File: src/rtl/usr_serial_receiver_if.sv
// Serial-link receive side bundle: bit strobe/data in, parallel word handshake and status out.
interface usr_serial_receiver_if #(
    parameter int WIDTH = 6
);
    logic             SEN;
    logic             SIN;
    logic             DREADY;
    logic [WIDTH-1:0] DOUT;
    logic             DVALID;
    logic             PERR;
    logic             FERR;
    logic             OVR;
    logic             BUSY;

    modport master (
        output SEN, SIN, DREADY,
        input  DOUT, DVALID, PERR, FERR, OVR, BUSY
    );

    modport slave (
        input  SEN, SIN, DREADY,
        output DOUT, DVALID, PERR, FERR, OVR, BUSY
    );
endinterface

File: src/rtl/usr_serial_receiver.sv
// Frame receiver for an MSB-first shift-left serial stream: start detect, deserialise,
// even-parity and stop check, then hands the word to a valid/ready consumer.
module usr_serial_receiver #(
    parameter int WIDTH     = 6,
    parameter bit PARITY_EN = 1'b1
) (
    input  logic                 Clk,
    input  logic                 reset,
    usr_serial_receiver_if.slave rx
);
    localparam int CW = $clog2(WIDTH + 1);

    typedef enum logic [1:0] {IDLE, DATA, PARITY, STOP} state_t;

    state_t           state;
    logic [CW-1:0]    cnt;
    logic [WIDTH-1:0] shreg;
    logic             par_ok;
    logic [WIDTH-1:0] dout;
    logic             dvalid;
    logic             perr;
    logic             ferr;
    logic             ovr;
    logic             busy;

    logic accept;
    logic last_bit;

    assign accept   = dvalid & rx.DREADY;
    assign last_bit = (cnt == CW'(WIDTH - 1));

    assign rx.DOUT   = dout;
    assign rx.DVALID = dvalid;
    assign rx.PERR   = perr;
    assign rx.FERR   = ferr;
    assign rx.OVR    = ovr;
    assign rx.BUSY   = busy;

    always_ff @(posedge Clk or negedge reset) begin
        if (!reset) begin
            state  <= IDLE;
            cnt    <= '0;
            shreg  <= '0;
            par_ok <= 1'b1;
            dout   <= '0;
            dvalid <= 1'b0;
            perr   <= 1'b0;
            ferr   <= 1'b0;
            ovr    <= 1'b0;
            busy   <= 1'b0;
        end else begin
            perr <= 1'b0;
            ferr <= 1'b0;
            // A plain accept drains the word and clears overrun; a delivery on the
            // same edge below overrides both.
            if (accept) begin
                dvalid <= 1'b0;
                ovr    <= 1'b0;
            end
            if (rx.SEN) begin
                case (state)
                    IDLE: begin
                        if (!rx.SIN) begin
                            state <= DATA;
                            cnt   <= '0;
                            busy  <= 1'b1;
                        end
                    end
                    DATA: begin
                        shreg <= {shreg[WIDTH-2:0], rx.SIN};
                        cnt   <= cnt + 1'b1;
                        if (last_bit)
                            state <= PARITY_EN ? PARITY : STOP;
                    end
                    PARITY: begin
                        par_ok <= ~((^shreg) ^ rx.SIN);
                        state  <= STOP;
                    end
                    STOP: begin
                        state <= IDLE;
                        busy  <= 1'b0;
                        // Framing error outranks parity; either one discards the word.
                        if (!rx.SIN) begin
                            ferr <= 1'b1;
                        end else if (PARITY_EN && !par_ok) begin
                            perr <= 1'b1;
                        end else if (!dvalid || rx.DREADY) begin
                            dout   <= shreg;
                            dvalid <= 1'b1;
                            ovr    <= ovr;
                        end else begin
                            ovr <= 1'b1;
                        end
                    end
                    default: state <= IDLE;
                endcase
            end
        end
    end
endmodule

File: src/flat_wrapper.sv
// flat-port wrapper written by rule: the top's interface ports become plain ports
module usr_serial_receiver_flat 
#(
    parameter int WIDTH     = 6,
    parameter bit PARITY_EN = 1'b1
)
  (Clk, reset, rx_SEN, rx_SIN, rx_DREADY, rx_DOUT, rx_DVALID, rx_PERR, rx_FERR, rx_OVR, rx_BUSY);
  usr_serial_receiver_if #(.WIDTH(WIDTH)) rx_i ();
  input  logic Clk;
  input  logic reset;
  input wire logic [$bits(rx_i.SEN)-1:0] rx_SEN;
  input wire logic [$bits(rx_i.SIN)-1:0] rx_SIN;
  input wire logic [$bits(rx_i.DREADY)-1:0] rx_DREADY;
  output wire logic [$bits(rx_i.DOUT)-1:0] rx_DOUT;
  output wire logic [$bits(rx_i.DVALID)-1:0] rx_DVALID;
  output wire logic [$bits(rx_i.PERR)-1:0] rx_PERR;
  output wire logic [$bits(rx_i.FERR)-1:0] rx_FERR;
  output wire logic [$bits(rx_i.OVR)-1:0] rx_OVR;
  output wire logic [$bits(rx_i.BUSY)-1:0] rx_BUSY;
  assign rx_i.SEN = rx_SEN;
  assign rx_i.SIN = rx_SIN;
  assign rx_i.DREADY = rx_DREADY;
  assign rx_DOUT = rx_i.DOUT;
  assign rx_DVALID = rx_i.DVALID;
  assign rx_PERR = rx_i.PERR;
  assign rx_FERR = rx_i.FERR;
  assign rx_OVR = rx_i.OVR;
  assign rx_BUSY = rx_i.BUSY;
  usr_serial_receiver #(.WIDTH(WIDTH), .PARITY_EN(PARITY_EN)) u_core (.Clk(Clk), .reset(reset), .rx(rx_i));
endmodule
File: config.mk
export PLATFORM = sky130hd
export DESIGN_NAME = usr_serial_receiver_flat
export DESIGN_NICKNAME = d
export VERILOG_FILES = /design/src/rtl/usr_serial_receiver_if.sv /design/src/rtl/usr_serial_receiver.sv /design/src/flat_wrapper.sv
export SDC_FILE = /design/constraint.sdc
export NUM_CORES = 1
export LEC_CHECK = 0
export BUFFER_PORTS_ARGS = -buffer_cell sky130_fd_sc_hd__buf_2
export CELL_PAD_IN_SITES_DETAIL_PLACEMENT = 0
export CELL_PAD_IN_SITES_GLOBAL_PLACEMENT = 2
export CORE_ASPECT_RATIO = 1.75
export CORE_UTILIZATION = 40
export CTS_BUF_LIST = sky130_fd_sc_hd__clkbuf_2 sky130_fd_sc_hd__clkbuf_4 sky130_fd_sc_hd__clkbuf_8
export DETAILED_ROUTE_END_ITERATION = 7
export HOLD_SLACK_MARGIN = 0.12
export PLACE_DENSITY_LB_ADDON = 0.05
export SETUP_SLACK_MARGIN = 0.05
export SLEW_MARGIN = 25
export SYNTH_ARGS = -nofsm -noshare
export SYNTH_HDL_FRONTEND = slang
export SYNTH_SLANG_ARGS = --single-unit
File: constraint.sdc
create_clock -name Clk -period 2.15 [get_ports Clk]
set_clock_uncertainty 0.1 [all_clocks]
set_input_delay 0.43 -clock Clk [delete_from_list [all_inputs] [get_ports Clk]]
set_output_delay 0.43 -clock Clk [all_outputs]
set_load 0.01 [all_outputs]
==> results.toml <==
[outcome]
status = "finished, final reports clean"

[logic_synthesis]
yosysSeqAreaShare_pct = 53.36
yosys.area_share.simple_pct = 5.093
synth.most_common_cell = "dfrtp_1"
synth_cell_types = 24
synth_xor_area_share_pct = 5.787
synth_ff_type = "dfrtp_1"
synth.top_cell.area_share_pct = 50.93
synth_edf_count = 0
synth_top_cell_by_area = "dfrtp_1"
syn_inst = 81
syn-num-nets = 93
synth_fa_ha_area_share_pct = 8.102
synthTopCellsByCount = "dfrtp_1, mux2_2, ha_1, inv_1, nand2_1"
synth_warnings = 0
synthTopCellsByArea = "dfrtp_1, mux2_2, ha_1, xnor3_1, dfstp_2"
yosys-mux-area-fraction_pct = 14.35
ys_ff_latch = 23
syn_area_per_cell_um2 = 13.35
synth_top_family_by_area = "multiplexers"
synth_compound_area_share_pct = 10.88
async_flop_share_pct = 100.0
syn-cell-area_um2 = 1081

[cts]
cts_resized = 0
clk_pin_slew_ps = 70
htreeDepth = 1
cts_buffers = 3
post_cts_buffers = 0
cts_sinks = 23
root_buffer = "clkbuf_8"
cts_hold_buf = 1
cts_tree = "done"
cts_buffer_depth = 2
clk_latency_ps = 250

[cells_and_area]
fillers = 233
area_growth_pct = 15.39
multiInputGateArea_um2 = 478.0
final_layout_size_suffix_gt1_share_pct = 35.64
final_area_um2 = 1247
utilization_pct = 49.45
nNetsFinal = 114
regArea_um2 = 576.8
layout.cells.non_filler = 127
diodes = 0

[place]
port_buffers = 15
hpwlAfterDp_um = 1364
placed_cells = 122
gp_congestion = 0.6826
dpl_cell_area_um2 = 1189

[timing]
slew_violations = 0
final_hold_viol_count = 0
finalSetupViolCount = 0
rsz0062_at_grt = "no"
hold_ws_ps = 276.8
finalSetupTns_ps = 0
worst_pin_slew_ps = 514.4
slew_headroom_pct = 65.71
fin_crit_ps = 1723
finalCritPeriodShare_pct = 80.16
max_freq_mhz = 580.2

[routing]
drcViolationCount = 0
vias_per_cell = 5.307
wl_per_cell_um = 14.07
routed_wl_um = 1787
firstDrtPassIters = 4
postRouteAntennaNets = 0
drt_iter0_drc = 2
vias = 674

[global_route]
overflow = 0
grt_use_total_pct = 14.50
grt_pass1_vias = 653
grt_pass1_wl_um = 2884
grt_max_degree = 24
antenna_found_initial = 0

[floorplanning]
die_h_um = 70.77
start_util_pct = 42.86
num_io_pins = 16
fp.dieArea_um2 = 2923
core_um2 = 2522
die_w_um = 41.30
num_rows = 24

[worst_setup_path]
crit_path_max_fanout = 5
worst_setup_path_end_kind = "flip-flop"
crit_arrival_ps = 1770
cp.required_ps = 2200
crit_type = "flip-flop to flip-flop"
critPathLaunchType = "flip-flop"

[min_path]
hp-class = "input port to flip-flop"

[power_and_ir_drop]
p_int_mw = 1.135
switching_share_pct = 32.74
leakagePower_nw = 0.6271
pwr-share-seq_pct = 43.7
p_comb_share_pct = 40.3
clkPwrFrac_pct = 15.9
power.density_nw_per_um2 = 1353
switching_power_mw = 0.5524
peakVddDrop_mv = 0.6225

[flow_run]
max_cap_violations = 0
-- stage by stage --
stage,power [mW],worst slack [ps]
after floorplan,1.252,521.4
after global placement,1.432,440.4
after detailed placement,1.441,412.5
after CTS,1.718,402.5
after global routing,1.836,305.0
final,1.687,426.6
-- layout make-up --
| cell class | count | share of cell area (%) |
|---|---|---|
| inverters | 7 | 2.106 |
| well taps | 26 | 2.608 |
| multi-input cells | 51 | 38.31 |
| clock buffers | 4 | 3.912 |
| flip-flops and latches | 23 | 46.24 |
| repair buffers | 16 | 6.820 |
-- worst max-delay path, stage by stage (launching register included) --
cell	delay [ps]
dfrtp_1	400
inv_1	100
ha_1	240
a21boi_4	210
a21boi_2	230
mux2_2	340
-- cells by family after synthesis --
family,Yosys count
buf+inv,7
simple gates,11
fa+ha+maj,7
xor+xnor,4
mux,14
flops,23
compound gates,15
-- path summary, 6_finish.rpt --
check	slack, ps	start	end	depth (start not counted)
setup reg to reg	430	u_core.state[1]	u_core.state[1]	5
hold / removal	280	rx_DREADY	u_core.rx.OVR	2
min in group asynchronous	580	reset	u_core.rx.DVALID	2
hold reg to reg	400	u_core.rx.DOUT[0]	u_core.rx.DOUT[0]	1
setup / recovery	430	u_core.state[1]	u_core.state[1]	5
max in group asynchronous	1010	reset	u_core.par_ok	2
-- power by group through the flow --
stage               logic, mW  clock network [mW]  registers [mW]
floorplan               0.498                   0           0.753
global placement        0.688                   0           0.744
detailed placement      0.691                   0           0.750
CTS                     0.693               0.284           0.741
global route            0.770               0.293           0.773
finish                  0.681               0.269           0.738
-- cells in the final DEF (no fill, tap or decap), types with 3 or more instances in the layout --
| cell type | n |
|---|---|
| a21oi_1 | 3 |
| buf_2 | 15 |
| clkbuf_8 | 3 |
| dfrtp_1 | 22 |
| ha_1 | 7 |
| inv_1 | 7 |
| mux2_2 | 12 |
| nand2_1 | 5 |
-- flip-flops by register name (all words and copies together) (netlist names) --
register,flops
u_core.shreg,6
u_core.rx.PERR,1
u_core.rx.DOUT,6
u_core.state,2
u_core.rx.OVR,1
u_core.rx.BUSY,1
u_core.par_ok,1
u_core.rx.FERR,1
u_core.rx.DVALID,1
u_core.cnt,3
-- per-layer routing --
metal	wire length [um]	track usage [%]
met5	0	0
met3	46	1.881
met4	37	7.527
met1	750	16.53
met2	952	24.31
(Power assumes the default switching activity.)
